### src/rtl/exec_seq_pkg.sv
// Shared types and constants for the execution sequencer.
package exec_seq_pkg;

  typedef enum logic [1:0] {
    S_STEP = 2'd0,
    S_RUN  = 2'd1,
    S_HALT = 2'd2,
    S_REL  = 2'd3
  } state_e;

  localparam logic [31:0] EBREAK_INST = 32'h0010_0073;

  function automatic logic is_ebreak(input logic [31:0] inst);
    return inst == EBREAK_INST;
  endfunction

endpackage

### src/rtl/exec_sequencer_step_debounce.sv
// Step push-button conditioner: 2-FF synchronizer, stability debouncer and a
// one-cycle press pulse on the debounced 1->0 transition.
module step_debounce #(
  parameter int unsigned DEB_CYCLES = 1_000_000
) (
  input  logic clk_i,
  input  logic rst_ni,
  input  logic btn_i,
  output logic level_o,
  output logic press_o
);

  localparam int unsigned CntW = $clog2(DEB_CYCLES + 1);

  logic            sync1_q, sync2_q;
  logic            level_q, level_d;
  logic            press_q, press_d;
  logic [CntW-1:0] cnt_q, cnt_d;

  always_ff @(posedge clk_i or negedge rst_ni) begin
    if (!rst_ni) begin
      sync1_q <= 1'b1;
      sync2_q <= 1'b1;
      level_q <= 1'b1;
      press_q <= 1'b0;
      cnt_q   <= '0;
    end else begin
      sync1_q <= btn_i;
      sync2_q <= sync1_q;
      level_q <= level_d;
      press_q <= press_d;
      cnt_q   <= cnt_d;
    end
  end

  // Counter tracks the run of samples disagreeing with the accepted level.
  always_comb begin
    cnt_d   = '0;
    level_d = level_q;
    press_d = 1'b0;
    if (sync2_q != level_q) begin
      if (cnt_q == CntW'(DEB_CYCLES - 1)) begin
        level_d = sync2_q;
        press_d = ~sync2_q;
      end else begin
        cnt_d = cnt_q + 1'b1;
      end
    end
  end

  assign level_o = level_q;
  assign press_o = press_q;

endmodule

### src/rtl/exec_sequencer.sv
// Execution sequencer: issues the one-cycle cpu_en commit strobe in run, step
// and halt modes. Optional breakpoint support with EXEC_SEQ_BREAKPOINT_EN.
module exec_sequencer
  import exec_seq_pkg::*;
#(
  parameter int unsigned DIV_MAX    = 50_000_000,
  parameter int unsigned DEB_CYCLES = 1_000_000,
  parameter int unsigned PC_W       = 8,
  parameter int unsigned CNT_W      = 16
) (
  input  logic             clock_reg,
  input  logic             reset,
  input  logic             run_sw,
  input  logic             step_btn,
  input  logic [31:0]      inst,
  input  logic [PC_W-1:0]  pc,
`ifdef EXEC_SEQ_BREAKPOINT_EN
  input  logic [PC_W-1:0]  bp_addr,
  output logic             bp_hit,
`endif
  output logic             cpu_en,
  output logic             halted,
  output logic [1:0]       state,
  output logic [CNT_W-1:0] instr_cnt
);

  localparam int unsigned TickW = (DIV_MAX > 1) ? $clog2(DIV_MAX) : 1;

  state_e             state_q, state_d;
  logic               run_s1_q, run_s2_q, run_low_q;
  logic [TickW-1:0]   tick_q, tick_d;
  logic               cpu_en_q, cpu_en_d;
  logic               halted_q, halted_d;
  logic [CNT_W-1:0]   cnt_q, cnt_d;
  logic               btn_level, btn_press;
  logic               run_rise, tick, eb, bp_match;

  step_debounce #(
    .DEB_CYCLES(DEB_CYCLES)
  ) u_step_debounce (
    .clk_i  (clock_reg),
    .rst_ni (reset),
    .btn_i  (step_btn),
    .level_o(btn_level),
    .press_o(btn_press)
  );

  // run_low_q only arms after the switch is seen low, so a switch left high
  // through reset cannot enter run mode.
  assign run_rise = run_s2_q & run_low_q;
  assign tick     = (state_q == S_RUN) && (tick_q == TickW'(DIV_MAX - 1));
  assign eb       = is_ebreak(inst);

`ifdef EXEC_SEQ_BREAKPOINT_EN
  logic bp_hit_q, bp_hit_d;

  assign bp_match = (pc == bp_addr);

  always_ff @(posedge clock_reg or negedge reset) begin
    if (!reset) bp_hit_q <= 1'b0;
    else        bp_hit_q <= bp_hit_d;
  end

  always_comb begin
    bp_hit_d = bp_hit_q;
    if (state_q == S_STEP && run_rise) begin
      bp_hit_d = 1'b0;
    end else if (state_q == S_RUN && run_s2_q && tick && !eb && bp_match) begin
      bp_hit_d = 1'b1;
    end
  end

  assign bp_hit = bp_hit_q;
`else
  logic unused_pc;
  assign unused_pc = ^pc;
  assign bp_match  = 1'b0;
`endif

  always_ff @(posedge clock_reg or negedge reset) begin
    if (!reset) begin
      state_q   <= S_STEP;
      run_s1_q  <= 1'b1;
      run_s2_q  <= 1'b1;
      run_low_q <= 1'b0;
      tick_q    <= '0;
      cpu_en_q  <= 1'b0;
      halted_q  <= 1'b0;
      cnt_q     <= '0;
    end else begin
      state_q   <= state_d;
      run_s1_q  <= run_sw;
      run_s2_q  <= run_s1_q;
      run_low_q <= ~run_s2_q;
      tick_q    <= tick_d;
      cpu_en_q  <= cpu_en_d;
      halted_q  <= halted_d;
      cnt_q     <= cnt_d;
    end
  end

  always_comb begin
    state_d = state_q;
    case (state_q)
      S_STEP: begin
        if (run_rise)       state_d = S_RUN;
        else if (btn_press) state_d = eb ? S_HALT : S_REL;
      end
      S_REL: begin
        if (btn_level) state_d = S_STEP;
      end
      S_RUN: begin
        if (!run_s2_q)     state_d = S_STEP;
        else if (tick) begin
          if (eb)            state_d = S_HALT;
          else if (bp_match) state_d = S_STEP;
        end
      end
      S_HALT:  state_d = S_HALT;
      default: state_d = S_STEP;
    endcase
  end

  // Priority within a tick: switch low, then ebreak, then breakpoint, then commit.
  always_comb begin
    cpu_en_d = 1'b0;
    case (state_q)
      S_STEP:  cpu_en_d = !run_rise && btn_press && !eb;
      S_RUN:   cpu_en_d = run_s2_q && tick && !eb && !bp_match;
      default: cpu_en_d = 1'b0;
    endcase
    tick_d   = (state_q == S_RUN && state_d == S_RUN && !tick) ? tick_q + 1'b1 : '0;
    halted_d = (state_d == S_HALT);
    cnt_d    = cnt_q + CNT_W'(cpu_en_d);
  end

  assign cpu_en    = cpu_en_q;
  assign halted    = halted_q;
  assign state     = state_q;
  assign instr_cnt = cnt_q;

endmodule

### config.mk
export PLATFORM = sky130hd
export DESIGN_NAME = exec_sequencer
export DESIGN_NICKNAME = d
export VERILOG_FILES = /design/src/rtl/exec_seq_pkg.sv /design/src/rtl/exec_sequencer_step_debounce.sv /design/src/rtl/exec_sequencer.sv
export SDC_FILE = /design/constraint.sdc
export NUM_CORES = 1
export LEC_CHECK = 0
export CAP_MARGIN = 10
export CORE_MARGIN = 4
export CORE_UTILIZATION = 53
export CTS_CLUSTER_SIZE = 30
export DETAILED_ROUTE_END_ITERATION = 6
export PLACE_DENSITY = 0.86
export SYNTH_ARGS = -nofsm -noshare
export SYNTH_HDL_FRONTEND = slang
export SYNTH_HIERARCHICAL = 1
export SYNTH_SLANG_ARGS = --single-unit
### constraint.sdc
create_clock -name clock_reg -period 2.38 [get_ports clock_reg]
set_input_delay 0.476 -clock clock_reg [delete_from_list [all_inputs] [get_ports clock_reg]]
set_output_delay 0.476 -clock clock_reg [all_outputs]
set_load 0.01 [all_outputs]
==> run summary <==
Clk_skew - 10.5 ps
Setup slack, reg-to-reg - 100 ps
Cell taking the most area after synthesis - dfrtp_1
Clock-pin slew on the worst setup and hold paths - 80 ps
Die X - 90.0 µm
Hold Crit Class - primary input to asynchronous set/reset pin
Vias per inst - 5.83
Worst path slowest cell - dfrtp_1
Outcome - completed
GR Util All Layers - 20.0%
Die area - 0.00810 mm²
Total power - 0.00265 W
Synth cell types - 53
Area delta synth->final - 28.2%
Slew Viols, Final - 0
Placement row count - 29
DP Wirelength - 5350 µm
Die Y - 90.0 µm
Max Cap Viol - 0
Worst-path fanout max - 7
Initial Util - 55.2%
Gr busiest metal - met2
DR WL/cell - 16.7 µm
CP Launch Type - flip-flop
Vias post-DR - 2,857
H-tree depth - 3
Initial antenna violation count - 0
Met1 usage - 24.6%
Gr ovfl total - 0
CTS tree - built
Final ANT Viol Nets - 0
DRC errors left - 0
Synth top area share - 47.7%
Largest net degree at the start of global routing - 44
Max Root-Sink Buffers - 2
Gp weighted congestion - 0.845
Warnings, synthesis - 6
Final setup fails - 0
Static Leak - 1.83 nW
Largest cells by area after synthesis - dfrtp_1, xnor2_1, nor2_1
Final Hold Violating Endpoints - 0
Layout cell share with drive strength beyond 1 - 16.2%
Core Area - 0.00646 mm²
Vias in the first global route - 2,864
Clk_lat worst skew - 330 ps
Worst Path Required - 2600 ps
Tmin final - 2280 ps
Hold_buf cts - 0
Synth Flop Type - dfrtp_1
Util after Layout - 70.8%
Cells after synthesis - 331
Root buffer cell - clkbuf_8
Achievable frequency - 438 MHz
Seq/Total Area, Yosys - 51.4%
Io pins - 64
#FFs+latches synth - 73
M2 GR Usage - 34.3%
Post-Syn Area - 0.00357 mm²
Initial DRC count - 181
CTS Buf Count - 9
Syn Area/Cell - 10.8 µm²
Syn nets - 379
Fin nets - 456
FFs w/ async S/R, synth - 100%
Measured slew at the worst slew-check pin - 525 ps
Worst endpoint data arrival time - 2500 ps
CP endpoint kind - flip-flop
Total length of routed wires - 8190 µm
DR pass1 iterations - 4
Pwr/cell area - 579 mW/mm²
Port bufs - 55
Global-route wire length before repair - 13,300 µm
Critical path type - flip-flop to flip-flop
CTS Sinks - 73
Slew Limit Headroom - 64.8%
Post-synth EDFFs - 0
Critical-path cell list - ha_1 -> and3_1 -> nand2_2 -> nor3_4 -> a22oi_2 -> nor2_2 -> ha_2 -> and2_4 -> nand4_1 -> xnor2_1
Max stage delay on crit path - 420 ps
Worst IR Drop VDD - 0.563 mV
Fin crit share - 95.9%
# diodes - 0
Met3 usage in global routing - 3.51%
## cell usage in the layout (no fill, tap or decap), types with 5 or more instances in the layout
master / instances
nand2_1: 18
xnor2_1: 38
nor2_1: 47
buf_4: 18
dfrtp_1: 68
nor4_1: 8
and3_1: 7
inv_1: 8
clkdlybuf4s50_1: 54
xor2_1: 14
clkbuf_8: 11
dfstp_2: 5
nand4_1: 8
nand3_1: 22
and4_1: 7
a21oi_1: 6
nor3_1: 9
## layer usage
| metal | vias to the layer above | routed length (µm) |
|---|---|---|
| met5 | - | 0 |
| met2 | 99 | 4240 |
| met1 | 1423 | 3370 |
| li1 | 1319 | - |
| met4 | 0 | 147 |
| met3 | 16 | 431 |
## worst paths after layout
| kind | endpoint | start | cells past startpoint |
|---|---|---|---|
| worst max-delay path | instr_cnt[15]$_DFF_PN0_ | tick_q[0]$_DFF_PN0_ | 10 |
| worst min-delay path | u_step_debounce/press_o$_DFF_PN0_ | reset | 1 |
| worst max register to register | instr_cnt[15]$_DFF_PN0_ | tick_q[0]$_DFF_PN0_ | 10 |
| worst min register to register | u_step_debounce/sync2_q$_DFF_PN1_ | u_step_debounce/sync1_q$_DFF_PN1_ | 0 |
| max in group asynchronous | u_step_debounce/cnt_q[7]$_DFF_PN0_ | reset | 2 |
| min in group clock_reg | u_step_debounce/sync2_q$_DFF_PN1_ | u_step_debounce/sync1_q$_DFF_PN1_ | 0 |
## state kept, by name, summed over array words and instances, names as in the netlist
register / count
u_step_debounce/cnt_q: 20
u_step_debounce/sync2_q: 1
run_s1_q: 1
tick_q: 26
state: 2
halted: 1
instr_cnt: 16
run_low_q: 1
u_step_debounce/press_o: 1
u_step_debounce/sync1_q: 1
cpu_en: 1
run_s2_q: 1
u_step_debounce/level_o: 1
## logic make-up after synthesis
logic type                 after synthesis  share of synthesized area (%)
and+or+nand+nor                        164                           27.2
AOI/OAI and AO/OA                       20                           4.14
muxes                                    2                          0.702
adders and majority gates                4                           1.40
DFF                                     73                           51.4
buffers and inverters                   16                           2.39
xor gates and xnor gates                52                           12.8
## synth_stat cells (3+ instances only)
library cell	instances
a21oi_1	6
nand4_1	8
ha_1	4
dfstp_2	5
xnor2_1	38
and2_1	4
nor2_1	48
xor2_1	14
nor4_1	8
nand3_1	22
dfrtp_1	68
and4_1	7
nor3_1	9
and3_1	7
nand4_2	3
o31ai_1	3
inv_1	8
o21ai_0	3
nand2_1	19
or4_1	3
nor4_2	3
## through the flow
| stage | area, µm² | hold slack, ps | setup slack (ps) | std cells | TNS [ps] |
|---|---|---|---|---|---|
| 5_1_grt | 4570 | 104 | -37.0 | 490 | -111 |
| 3_3_place_gp | 4280 | 346 | -164 | 470 | -1940 |
| 3_5_place_dp | 4280 | 348 | -245 | 470 | -2750 |
| 6_report | 4570 | 89.2 | 98.1 | 490 | 0 |
| 2_1_floorplan | 3570 | 180 | 199 | 331 | 0 |
| 4_1_cts | 4510 | 83.3 | 4.93 | 486 | 0 |
## where the power goes
group          total, W  internal (W)  switching, W
logic          0.000254      0.000130      0.000124
clock network   0.00108      0.000644      0.000438
registers       0.00131       0.00127     0.0000383
## worst max-delay path, delay by kind of cell (launching register included)
kind | cells | cell delay [ps]
XOR/XNOR | 1 | 150
adder cells (fa/ha/maj) | 2 | 450
flip-flops | 1 | 420
AO/OA/AOI/OAI | 1 | 90
AND/OR/NAND/NOR | 6 | 1060
## timing repair
item	in CTS	in global routing
setup endpoints to repair	12	14
setup buffers	0	4
pin swaps	0	5
gates cloned	0	0
resized for setup	2	7
## area by class of cell
type,count,area [µm²]
Fill cell,428,1890
Multi-Input combinational cell,242,1680
Timing Repair Buffer,74,701
Clock inverter,5,77.6
Sequential cell,73,1830
Clock buffer,11,151
Tap cell,77,96.3
Inverter,8,30.0
(Power assumes the default switching activity.)
